`config.mk`:
```
export PLATFORM = sky130hd
export DESIGN_NAME = alu_arbiter
export DESIGN_NICKNAME = d
export VERILOG_FILES = /design/src/rtl/alu_arbiter_pkg.sv /design/src/rtl/alu_arbiter_rr_arb2.sv /design/src/rtl/alu_arbiter.sv
export SDC_FILE = /design/constraint.sdc
export NUM_CORES = 1
export LEC_CHECK = 0
export BUFFER_PORTS_ARGS = -buffer_cell sky130_fd_sc_hd__clkbuf_2
export CORE_AREA = 2 2 134 136
export DETAILED_ROUTE_END_ITERATION = 6
export DIE_AREA = 0 0 136 138
export HOLD_SLACK_MARGIN = 0.05
export PLACE_DENSITY = 0.84
export SLEW_MARGIN = 20
export SYNTH_ARGS = -nofsm -noshare
export SYNTH_HDL_FRONTEND = slang
export SYNTH_HIERARCHICAL = 1
export SYNTH_SLANG_ARGS = --single-unit
```
`constraint.sdc`:
```
create_clock -name clk -period 4.8 [get_ports clk]
set_clock_uncertainty 0.15 [all_clocks]
set_input_delay 0.24 -clock clk [delete_from_list [all_inputs] [get_ports clk]]
set_output_delay 0.24 -clock clk [all_outputs]
set_load 0.01 [all_outputs]
```
`src/rtl/alu_arbiter_pkg.sv`:
```
// Shared definitions for the two-port ALU arbiter: opcode values understood by
// the shared ALU and the number of requesting ports.
package alu_arbiter_pkg;

    localparam logic [3:0] OP_ADD     = 4'd0;
    localparam logic [3:0] OP_SUB     = 4'd1;
    localparam logic [3:0] OP_OR      = 4'd2;
    localparam logic [3:0] OP_LUI     = 4'd3;
    localparam logic [3:0] OP_SLL     = 4'd4;
    localparam logic [3:0] OP_SIGNCOM = 4'd5;

    localparam int NUM_PORTS = 2;

endpackage

```
`src/rtl/alu_arbiter_rr_arb2.sv`:
```
// Two-input round-robin arbiter. The pointer names the port that wins a tie and
// flips to the losing side after every grant; FIXED_PRI0 pins ties to port 0.
module rr_arb2 #(
    parameter bit FIXED_PRI0 = 1'b0
) (
    input  logic       clk,
    input  logic       reset,
    input  logic [1:0] elig,
    output logic [1:0] grant
);

    logic ptr_q;
    logic ptr_d;

    always_comb begin
        grant = elig;
        if (elig == 2'b11) begin
            grant = (FIXED_PRI0 || !ptr_q) ? 2'b01 : 2'b10;
        end
        ptr_d = ptr_q;
        if (grant[0]) begin
            ptr_d = 1'b1;
        end else if (grant[1]) begin
            ptr_d = 1'b0;
        end
    end

    always_ff @(posedge clk or negedge reset) begin
        if (!reset) begin
            ptr_q <= 1'b0;
        end else begin
            ptr_q <= ptr_d;
        end
    end

endmodule

```
`src/rtl/alu_arbiter.sv`:
```
// Shares one combinational ALU between two requesters: a single issue register
// feeds the ALU and each port owns a one-entry response slot.
module alu_arbiter
    import alu_arbiter_pkg::*;
#(
    parameter int W          = 32,
    parameter int TAG_W      = 4,
    parameter bit FIXED_PRI0 = 1'b0
) (
    input  logic             clk,
    input  logic             reset,
    input  logic [1:0]       req_valid,
    output logic [1:0]       req_ready,
    input  logic [W-1:0]     req_a0,
    input  logic [W-1:0]     req_a1,
    input  logic [W-1:0]     req_b0,
    input  logic [W-1:0]     req_b1,
    input  logic [3:0]       req_op0,
    input  logic [3:0]       req_op1,
    input  logic [4:0]       req_shamt0,
    input  logic [4:0]       req_shamt1,
    input  logic [TAG_W-1:0] req_tag0,
    input  logic [TAG_W-1:0] req_tag1,
    output logic [W-1:0]     alu_a,
    output logic [W-1:0]     alu_b,
    output logic [3:0]       alu_op,
    output logic [4:0]       alu_shamt,
    input  logic [W-1:0]     alu_c,
    output logic [1:0]       rsp_valid,
    input  logic [1:0]       rsp_ready,
    output logic [W-1:0]     rsp_data0,
    output logic [W-1:0]     rsp_data1,
    output logic [TAG_W-1:0] rsp_tag0,
    output logic [TAG_W-1:0] rsp_tag1
);

    typedef struct packed {
        logic [W-1:0]     data;
        logic [TAG_W-1:0] tag;
        logic             valid;
    } slot_t;

    logic             iss_valid_q, iss_valid_d;
    logic             iss_port_q, iss_port_d;
    logic [W-1:0]     iss_a_q, iss_a_d;
    logic [W-1:0]     iss_b_q, iss_b_d;
    logic [3:0]       iss_op_q, iss_op_d;
    logic [4:0]       iss_shamt_q, iss_shamt_d;
    logic [TAG_W-1:0] iss_tag_q, iss_tag_d;
    slot_t            slot_q [NUM_PORTS];
    slot_t            slot_d [NUM_PORTS];

    logic [1:0] drain;
    logic [1:0] land;
    logic [1:0] elig;
    logic [1:0] grant;
    logic       iss_free;

    // The issued op lands only when its slot is free; otherwise it waits in the
    // issue register, and no new op can be accepted behind it.
    always_comb begin
        drain = 2'b00;
        land  = 2'b00;
        elig  = 2'b00;
        for (int p = 0; p < NUM_PORTS; p++) begin
            drain[p] = slot_q[p].valid & rsp_ready[p];
        end
        if (iss_valid_q) begin
            land[iss_port_q] = ~slot_q[iss_port_q].valid | drain[iss_port_q];
        end
        iss_free = ~iss_valid_q | (|land);
        for (int p = 0; p < NUM_PORTS; p++) begin
            elig[p] = req_valid[p] & (~slot_q[p].valid | rsp_ready[p]) & iss_free;
        end
    end

    rr_arb2 #(
        .FIXED_PRI0 (FIXED_PRI0)
    ) u_arb (
        .clk   (clk),
        .reset (reset),
        .elig  (elig),
        .grant (grant)
    );

    always_comb begin
        iss_valid_d = iss_valid_q & ~(|land);
        iss_port_d  = iss_port_q;
        iss_a_d     = iss_a_q;
        iss_b_d     = iss_b_q;
        iss_op_d    = iss_op_q;
        iss_shamt_d = iss_shamt_q;
        iss_tag_d   = iss_tag_q;
        if (grant[0]) begin
            iss_valid_d = 1'b1;
            iss_port_d  = 1'b0;
            iss_a_d     = req_a0;
            iss_b_d     = req_b0;
            iss_op_d    = req_op0;
            iss_shamt_d = req_shamt0;
            iss_tag_d   = req_tag0;
        end else if (grant[1]) begin
            iss_valid_d = 1'b1;
            iss_port_d  = 1'b1;
            iss_a_d     = req_a1;
            iss_b_d     = req_b1;
            iss_op_d    = req_op1;
            iss_shamt_d = req_shamt1;
            iss_tag_d   = req_tag1;
        end
        // A landing result overrides a drain, giving back-to-back responses.
        for (int p = 0; p < NUM_PORTS; p++) begin
            slot_d[p] = slot_q[p];
            if (drain[p]) begin
                slot_d[p].valid = 1'b0;
            end
            if (land[p]) begin
                slot_d[p] = '{data: alu_c, tag: iss_tag_q, valid: 1'b1};
            end
        end
    end

    always_ff @(posedge clk or negedge reset) begin
        if (!reset) begin
            iss_valid_q <= 1'b0;
            iss_port_q  <= 1'b0;
            iss_a_q     <= '0;
            iss_b_q     <= '0;
            iss_op_q    <= '0;
            iss_shamt_q <= '0;
            iss_tag_q   <= '0;
            for (int p = 0; p < NUM_PORTS; p++) begin
                slot_q[p] <= '0;
            end
        end else begin
            iss_valid_q <= iss_valid_d;
            iss_port_q  <= iss_port_d;
            iss_a_q     <= iss_a_d;
            iss_b_q     <= iss_b_d;
            iss_op_q    <= iss_op_d;
            iss_shamt_q <= iss_shamt_d;
            iss_tag_q   <= iss_tag_d;
            for (int p = 0; p < NUM_PORTS; p++) begin
                slot_q[p] <= slot_d[p];
            end
        end
    end

    assign req_ready = grant;
    assign rsp_valid = {slot_q[1].valid, slot_q[0].valid};
    assign rsp_data0 = slot_q[0].data;
    assign rsp_data1 = slot_q[1].data;
    assign rsp_tag0  = slot_q[0].tag;
    assign rsp_tag1  = slot_q[1].tag;
    assign alu_a     = iss_valid_q ? iss_a_q     : '0;
    assign alu_b     = iss_valid_q ? iss_b_q     : '0;
    assign alu_op    = iss_valid_q ? iss_op_q    : '0;
    assign alu_shamt = iss_valid_q ? iss_shamt_q : '0;

endmodule

```
# Word-level counts from Yosys, hierarchy flattened
# Index checks and enable logic that the tools add are counted.
# classes
n_lt_le_gt_ge	3
eq_ne	1
n_mux	34
n_bitwise	18
n_reduce_logical	5
# op_table
operator	count
$mux W32	6
$mux W4	5
$mux W1	16
$mux W5	3
$and A1 B1 Y1	7
$mux W2	3
$reduce_bool A2 Y1	3
$not A1 Y1	5
$or A1 B1 Y1	4
$and A2 B2 Y2	1
$eq A2 B2 Y1 const B	1
$ge A2 B2 Y1 const B	1
$lt A1 B2 Y1 const B	1
$not A1 Y2	1
$reduce_or A2 Y1	1
$demux W1 S1	1
$ge A1 B1 Y1 const B	1
$logic_and A1 B1 Y1	1
# totals
regBits	154
output_inout_bits	149
elab_cells	75

# Logic depth before layout (Yosys ltp)
# Gate-level depths: netlist of the first run.
# logic_depth
depth_word	15
depth_mapped	9

# By module
# The synthesis of the first run kept the hierarchy.
# modules_own_cells
mod	n_inst	cells_each	area_per_inst_um2	seq_area_each_um2
alu_arbiter	1	585	7175.6	3828.7
rr_arb2	1	7	60.1	25.0

# Least setup slack after synthesis of the first run
# OpenSTA, ideal clock, no wires.
# synth_path
path_kind	reg-to-reg
start	register slot_q (netlist bit rsp_valid[1])
end	register iss_b_q[15]
setup_ps	136
t_arrival_ps	1786
required_ps	4514
slack_ps	2728
stages_incl_launch_ff	9
path_cell_list	dfrtp_1 -> nand2b_4 -> o211a_1 -> a21boi_1 -> buf_2 -> buf_4 -> buf_6 -> mux2i_1 -> o21ai_0
# synth_between
elab_chain_cells	13
elab_cells_between_ends	21
classes_between	1 x eq/ne; 8 x mux; 10 x bitwise; 2 x reduce/logical
# synth_rtl
element	line_no	rtl
from (decl)	alu_arbiter.sv:50	slot_t slot_q [NUM_PORTS];
from (signal, indexed assignment)	alu_arbiter.sv:144	slot_q[p] <= slot_d[p];
$mux W1 (not written as such) (3 in a row)	alu_arbiter.sv:69	land[iss_port_q] = ~slot_q[iss_port_q].valid | drain[iss_port_q];
$not A1 Y1	alu_arbiter.sv:69	
$or A1 B1 Y1 *	alu_arbiter.sv:69	
$and A2 B2 Y2 (no source line) *	n/a	
$mux W2 *	alu_arbiter.sv:68	if (iss_valid_q) begin
$reduce_or A2 Y1 *	alu_arbiter.sv:71	iss_free = ~iss_valid_q | (|land);
$or A1 B1 Y1 *	alu_arbiter.sv:71	
$and A1 B1 Y1 *	alu_arbiter.sv:73	elig[p] = req_valid[p] & (~slot_q[p].valid | rsp_ready[p]) & iss_free;
named net elig[0]	alu_arbiter.sv:55	logic [1:0] elig;
$eq A2 B2 Y1 *	alu_arbiter_rr_arb2.sv:17	if (elig == 2'b11) begin
$mux W2 *	alu_arbiter_rr_arb2.sv:17	
named net req_ready[1]	alu_arbiter.sv:13	output logic [1:0] req_ready,
$reduce_bool A2 Y1 (no source line) *	n/a	
to (signal assigned)	alu_arbiter.sv:139	iss_b_q <= iss_b_d;
to (decl)	alu_arbiter.sv:46	logic [W-1:0] iss_b_q, iss_b_d;
# Mark *: on every way through the listed nets, which the timed path passes. The rest lies on a longest branch. The select of a mux whose other input is x is not followed.
# A chain may end at the register's enable or synchronous reset.

# Worst setup path after layout of the first run
# layout_path
start	register iss_valid_q
end	register iss_b_q[6]
# layout_between
elab_chain_cells	7
elab_cells_between_ends	10
classes_between	1 x eq/ne; 3 x mux; 4 x bitwise; 2 x reduce/logical
# layout_rtl
element	line_no	rtl
from (decl)	alu_arbiter.sv:43	logic iss_valid_q, iss_valid_d;
from (signal assigned)	alu_arbiter.sv:136	iss_valid_q <= iss_valid_d;
$mux W2	alu_arbiter.sv:68	
$reduce_or A2 Y1	alu_arbiter.sv:71	
$or A1 B1 Y1 *	alu_arbiter.sv:71	
$and A1 B1 Y1 *	alu_arbiter.sv:73	
named net elig[1]	alu_arbiter.sv:55	
$eq A2 B2 Y1	alu_arbiter_rr_arb2.sv:17	
$mux W2 *	alu_arbiter_rr_arb2.sv:17	
$mux W32 or $reduce_bool A2 Y1 (tied branches)	n/a	
# Mark *: on every way through the listed nets, which the timed path passes. The rest lies on a longest branch.

==> flow_metrics.env, run 1 <==
export IMPL_grt_first_pass_wirelength_um=38390
export IMPL_grt_antenna_before_repair=0
export IMPL_yosysUniqueCellTypes=23
export IMPL_p_per_area_nw_per_um2=649.8
export IMPL_multiInputGateArea_sq_um=3107
export IMPL_yosys_top_cells_area="dfrtp_1 53%, mux2_4 12%, mux2i_1 11%"
export IMPL_h_tree_depth=4
export IMPL_seq_area_frac_synth_pct=53.26
export IMPL_viasPerCell=5.021
export IMPL_coreArea_sq_um=17530
export IMPL_p_leak_nw=5.760
export IMPL_crit_required_ns=5.01
export IMPL_die_h_um=138
export IMPL_fmax_mhz=278.6
export IMPL_crit_path_end_kind="flip-flop"
export IMPL_final_cells=1351
export IMPL_ys_flop_type="dfrtp_1"
export IMPL_setup_violations=0
export IMPL_drc=0
export IMPL_grt_util_all_layers_pct=26.28
export IMPL_tightest_slew_ns=1.017
export IMPL_drt_initial_drc_count=238
export IMPL_crit_fanout=75
export IMPL_slew_viol_final=0
export IMPL_initial_core_util_pct=41.27
export IMPL_grt_setup_unrepaired="false"
export IMPL_syn2layout_area_growth_pct=59.31
export IMPL_syn_cell_area_sq_um=7236
export IMPL_detail_route_wl_per_cell_um=18.35
export IMPL_cap_violations=0
export IMPL_cts_tree="done"
export IMPL_numCtsBuffers=17
export IMPL_vias=6784
export IMPL_dpl_cell_count=1130
export IMPL_gp_congestion=0.8105
export IMPL_portBuffers=340
export IMPL_ys_warnings_count=6
export IMPL_clkSinkCount=154
export IMPL_crit_type="reg -> reg"
export IMPL_startpoint_type="flip-flop"
export IMPL_wl_um=24790
export IMPL_clk_pin_slew_ns=0.07
export IMPL_async_reset_ff_share_pct=100.0
export IMPL_n_antenna_cell=0
export IMPL_relSlewSlack_pct=32.01
export IMPL_dieWidth_um=136
export IMPL_post_route_cells_drive_above_1_share_pct=41.35
export IMPL_period_share_pct=74.79
export IMPL_synth_cells=592
export IMPL_grt_ovfl_total=0
export IMPL_clock_latency_ns=0.42
export IMPL_avgSynthCellArea_sq_um=12.22
export IMPL_post_cts_buffers=0
export IMPL_arrival_ns=3.80
export IMPL_ir_worst_vdd_mv=0.3469
export IMPL_die_area_sq_um=18770
export IMPL_hold_violations=0
export IMPL_post_cts_resized=0
export IMPL_cts_buffer_depth=2
export IMPL_dr_pass1_iters=4
export IMPL_grt_max_degree=76
export IMPL_dp_hpwl_um=13610
export IMPL_finalNetCount=1301
export IMPL_layout_min_cycle_time_ns=3.590
export IMPL_synth_top_area_share_pct=53.26
export IMPL_status="finished clean"
export IMPL_seq_area_sq_um=3857
export IMPL_syn_nets=784
export IMPL_fillCellCount=1227
export IMPL_ys_ff_latch=154
export IMPL_root_buffer="clkbuf_16"
export IMPL_yosysTopAreaCell="dfrtp_1"
export IMPL_rows=49
export IMPL_grt_pass1_vias=7400
export IMPL_num_io_pins=341
export IMPL_synth_edf_count=0
export IMPL_ant_nets=0
export IMPL_setup_tns_ns=0
export IMPL_hp_class="in -> reg"
export IMPL_yosys_top_cells_count="154 x dfrtp_1, 79 x nand2_1, 77 x mux2i_1, 77 x o21ai_0, 73 x and2_1"
export IMPL_synth_most_common_cell="dfrtp_1"
## layout by cell type, fill, tap and decap left out, drive strengths merged, types with 2 or more instances in the layout
cell type    Yosys  layout
dlygate4sd3      0     189
nor2             4       4
o21ai           77      77
dfrtp          154     154
nand2b           3       3
clkbuf          19     357
nor2b            2       2
buf             24      13
clkinv           0       4
clkinvlp         0       2
nand2           80      80
and2            73      73
a21boi           2       2
o211a            2       2
mux2i           77      77
mux2            72      72
inv              1       8
## path summary, 6_finish.rpt
kind                               from             to  slack [ns]  cells past startpoint
max reg2reg                 iss_valid_q     iss_b_q[6]        1.21                      7
max                         iss_valid_q     iss_b_q[6]        1.21                      7
min                        req_valid[1]    u_arb/ptr_q        0.10                      3
min in group asynchronous         reset  rsp_data1[23]        0.20                      2
min reg2reg                 rsp_tag1[0]    rsp_tag1[0]        0.36                      1
max in group asynchronous         reset    iss_b_q[28]        3.22                      3
## state kept, by name (all words and copies together), names as in the netlist
| register | cells |
|---|---|
| iss_a_q | 32 |
| iss_b_q | 32 |
| iss_op_q | 4 |
| iss_port_q | 1 |
| iss_shamt_q | 5 |
| iss_tag_q | 4 |
| iss_valid_q | 1 |
| rsp_data0 | 32 |
| rsp_data1 | 32 |
| rsp_tag0 | 4 |
| rsp_tag1 | 4 |
| rsp_valid | 2 |
| u_arb/ptr_q | 1 |
## stage by stage
step / total power, W / area, sq um / setup slack [ns] / hold slack, ns / util [%]
2_1_floorplan: 0.004377 / 7236 / 2.728 / -0.2056 / -
3_3_place_gp: 0.005326 / 9050 / 1.576 / 0.06324 / 51.61
3_5_place_dp: 0.005438 / 9050 / 1.532 / 0.06456 / 51.61
4_1_cts: 0.007345 / 11520 / 1.035 / 0.09080 / 65.73
5_1_grt: 0.007923 / 11530 / 0.9389 / 0.1302 / 65.74
6_report: 0.007491 / 11530 / 1.210 / 0.1022 / 65.74
## area by class of cell
type / instances / area share (%)
flip-flops and latches: 154 / 33.46
repair buffers: 541 / 32.01
multi-input cells: 394 / 26.95
clock buffers: 18 / 3.723
well taps: 229 / 2.486
clock inverters: 14 / 1.335
inverters: 1 / 0.03256
## power breakdown
group | internal, W | total (W) | switching (W)
combinational | 0.00203 | 0.00368 | 0.00166
clock | 0.000736 | 0.00133 | 0.000596
sequential | 0.00197 | 0.00248 | 0.000509
total | 0.00473 | 0.00749 | 0.00276
## critical path, cell delays in order (launching register included)
cell	delay, ns
dfrtp_4	0.88
nand2b_4	0.13
o211a_1	0.29
a21boi_4	0.80
buf_4	0.42
nand2_1	0.12
o21ai_0	0.13
dlygate4sd3_1	0.60
## cell families (layout without fill, tap and decap cells)
family | count (synthesis) | after routing | share of synthesized area [%]
simple gates | 162 | 162 | 11.65
mux | 149 | 149 | 24.97
flops | 154 | 154 | 53.26
buf+inv | 44 | 574 | 4.115
compound gates | 83 | 83 | 6.000
## what timing repair did
item | in CTS | in global routing
endpoints found under the hold margin | 195 | 0
hold buffers | 189 | 0
endpoints found under the setup margin | 0 | 0
## metal layers
layer / GRT usage (%) / wire length [um] / up-vias
met3: 6.894 / 1643 / 105
met5: 0 / 0 / -
met1: 29.36 / 9410 / 3267
met4: 15.02 / 1369 / 0
met2: 44.91 / 12370 / 364
li1: - / - / 3048
Power figures use the tool's default switching activity.
==> run 2: changes to the inputs <==
- CORE_AREA: 2 2 134 136 -> 2 2 131 133
- DIE_AREA: 0 0 136 138 -> 0 0 133 135
- PLACE_DENSITY: 0.84 -> 0.87
- clock period: 4.8 -> 3.55 ns (I/O delays scaled with it)
==> flow_metrics.env, run 2 (synthesis results as in run 1) <==
export IMPL_setup_tns_ns=0
export IMPL_slowest_delay_ns=0.62
export IMPL_grt_first_pass_wirelength_um=38740
export IMPL_setup_violations=0
export IMPL_dp_hpwl_um=14160
export IMPL_p_leak_nw=5.784
export IMPL_crit_fanout=38
export IMPL_die_h_um=135
export IMPL_clk_pin_slew_ns=0.07
export IMPL_arrival_ns=3.30
export IMPL_status="finished clean"
export IMPL_crit_path_cell_trace="nand2_2 > o211a_1 > a21boi_4 > buf_12 > mux2i_1 > o21ai_0 > dlygate4sd3_1"
export IMPL_grt_ovfl_total=0
export IMPL_tightest_slew_ns=0.6665
export IMPL_dr_pass1_iters=4
export IMPL_drt_initial_drc_count=239
export IMPL_relSlewSlack_pct=55.57
export IMPL_grt_util_all_layers_pct=27.87
export IMPL_crit_path_end_kind="flip-flop"
export IMPL_num_io_pins=341
export IMPL_detail_route_wl_per_cell_um=18.54
export IMPL_slew_viol_final=0
export IMPL_clock_latency_ns=0.42
export IMPL_hp_class="in -> async"
export IMPL_gp_congestion=0.7620
export IMPL_mostFrequentLayoutCells="339 x clkbuf_2, 191 x dlygate4sd3_1, 153 x dfrtp_1, 79 x nand2_1"
export IMPL_coreArea_sq_um=16410
export IMPL_finalNetCount=1300
export IMPL_numCtsBuffers=17
export IMPL_rows=47
export IMPL_clkSinkCount=154
export IMPL_cp_slowest_cell="dfrtp_2"
export IMPL_layout_min_cycle_time_ns=3.145
export IMPL_drc=0
export IMPL_cap_violations=0
export IMPL_grt_setup_unrepaired="false"
export IMPL_crit_required_ns=3.70
export IMPL_hold_violations=0
export IMPL_grt_antenna_before_repair=1
export IMPL_vias=6786
export IMPL_seqPwrFrac_pct=32.0
export IMPL_die_area_sq_um=17960
export IMPL_p_comb_share_pct=49.5
export IMPL_dieWidth_um=133
export IMPL_ir_worst_vdd_mv=0.4442
export IMPL_dpl_cell_count=1118
export IMPL_fmax_mhz=318.0
export IMPL_cp_num_buf_inv=2
export IMPL_ant_nets=0
export IMPL_final_cells=1343
export IMPL_root_buffer="clkbuf_16"
export IMPL_h_tree_depth=4
export IMPL_crit_type="reg -> reg"
export IMPL_path_delay_family="buffers and inverters"
export IMPL_wl_um=24900
export IMPL_power_share_clock_pct=18.5
export IMPL_p_int_w=0.006505
export IMPL_period_share_pct=88.60
export IMPL_portBuffers=340
export IMPL_syn2layout_area_growth_pct=60.28
export IMPL_sw_frac_of_total_pct=36.74
export IMPL_cts_tree="done"
export IMPL_p_per_area_nw_per_um2=886.6
export IMPL_grt_pass1_vias=7381
export IMPL_grt_max_degree=158
export IMPL_post_route_cells_drive_above_1_share_pct=41.21
export IMPL_viasPerCell=5.053
export IMPL_startpoint_type="flip-flop"
export IMPL_cts_buffer_depth=2
export IMPL_power_net_switching_w=0.003778
export IMPL_final_common_cell="clkbuf_2"
export IMPL_initial_core_util_pct=44.10
==> run 2: repair_timing <==
item,CTS,global route
hold buffers,191,0
gates resized for setup,0,0
setup endpoints to repair,0,0
setup buffers,0,0
endpoints found under the hold margin,215,0
==> run 2: layer usage <==
layer  vias up  wire length, um  GRT usage [%]
met5         -                0              0
met4         0              966          14.70
met3        79             1464          6.344
met2       344            12670          48.59
met1      3317             9802          32.15
li1       3046                -              -
==> run 2: power groups by stage <==
stage,sequential [W],clock (W),combinational [W]
after floorplan,0.00326,0,0.00265
after global placement,0.00318,0,0.00403
after detailed placement,0.00323,0,0.00416
after CTS,0.00323,0.00193,0.00495
after global routing,0.00337,0.00201,0.00544
final,0.00329,0.00190,0.00509
==> run 2: final cells by class <==
type,count,area (sq um)
fillers,1026,4810
flip-flops and latches,154,3855
diodes,2,5.005
well taps,220,275.3
clock inverters,14,175.2
repair buffers,540,3737
inverters,1,3.754
clock buffers,18,439.2
multi-input cells,394,3107
==> run 2: path summary, 6_finish.rpt <==
kind                            slack [ns]   startpoint       endpoint  cells after the start
worst max-delay path                  0.40  iss_valid_q    iss_a_q[21]                      7
worst min-delay path                  0.15        reset  rsp_data0[31]                      2
worst max register to register        0.40  iss_valid_q    iss_a_q[21]                      7
worst min register to register        0.36  rsp_tag0[1]    rsp_tag0[1]                      1
max in group asynchronous             2.30        reset    iss_valid_q                      3
min in group clk                      0.36  rsp_tag0[1]    rsp_tag0[1]                      1
==> run 2: through the flow <==
step                power (W)  cell area (sq um)  hold slack, ns  util [%]  setup slack, ns
global route          0.01082              11590          0.2071     70.67           0.2891
detailed placement   0.007394               9066         0.06014     55.26            1.042
finish                0.01028              11600          0.1505     70.69           0.4049
global placement     0.007207               9066         0.06006     55.26            1.122
floorplan            0.005918               7236         -0.2681         -            1.478
CTS                   0.01011              11590          0.1720     70.66           0.4965
==> run 2: worst reg2reg max path: stages, from the launching register on <==
cell	delay, ns
dfrtp_2	0.62
nand2_2	0.16
o211a_1	0.29
a21boi_4	0.45
buf_12	0.33
mux2i_1	0.33
o21ai_0	0.12
dlygate4sd3_1	0.59
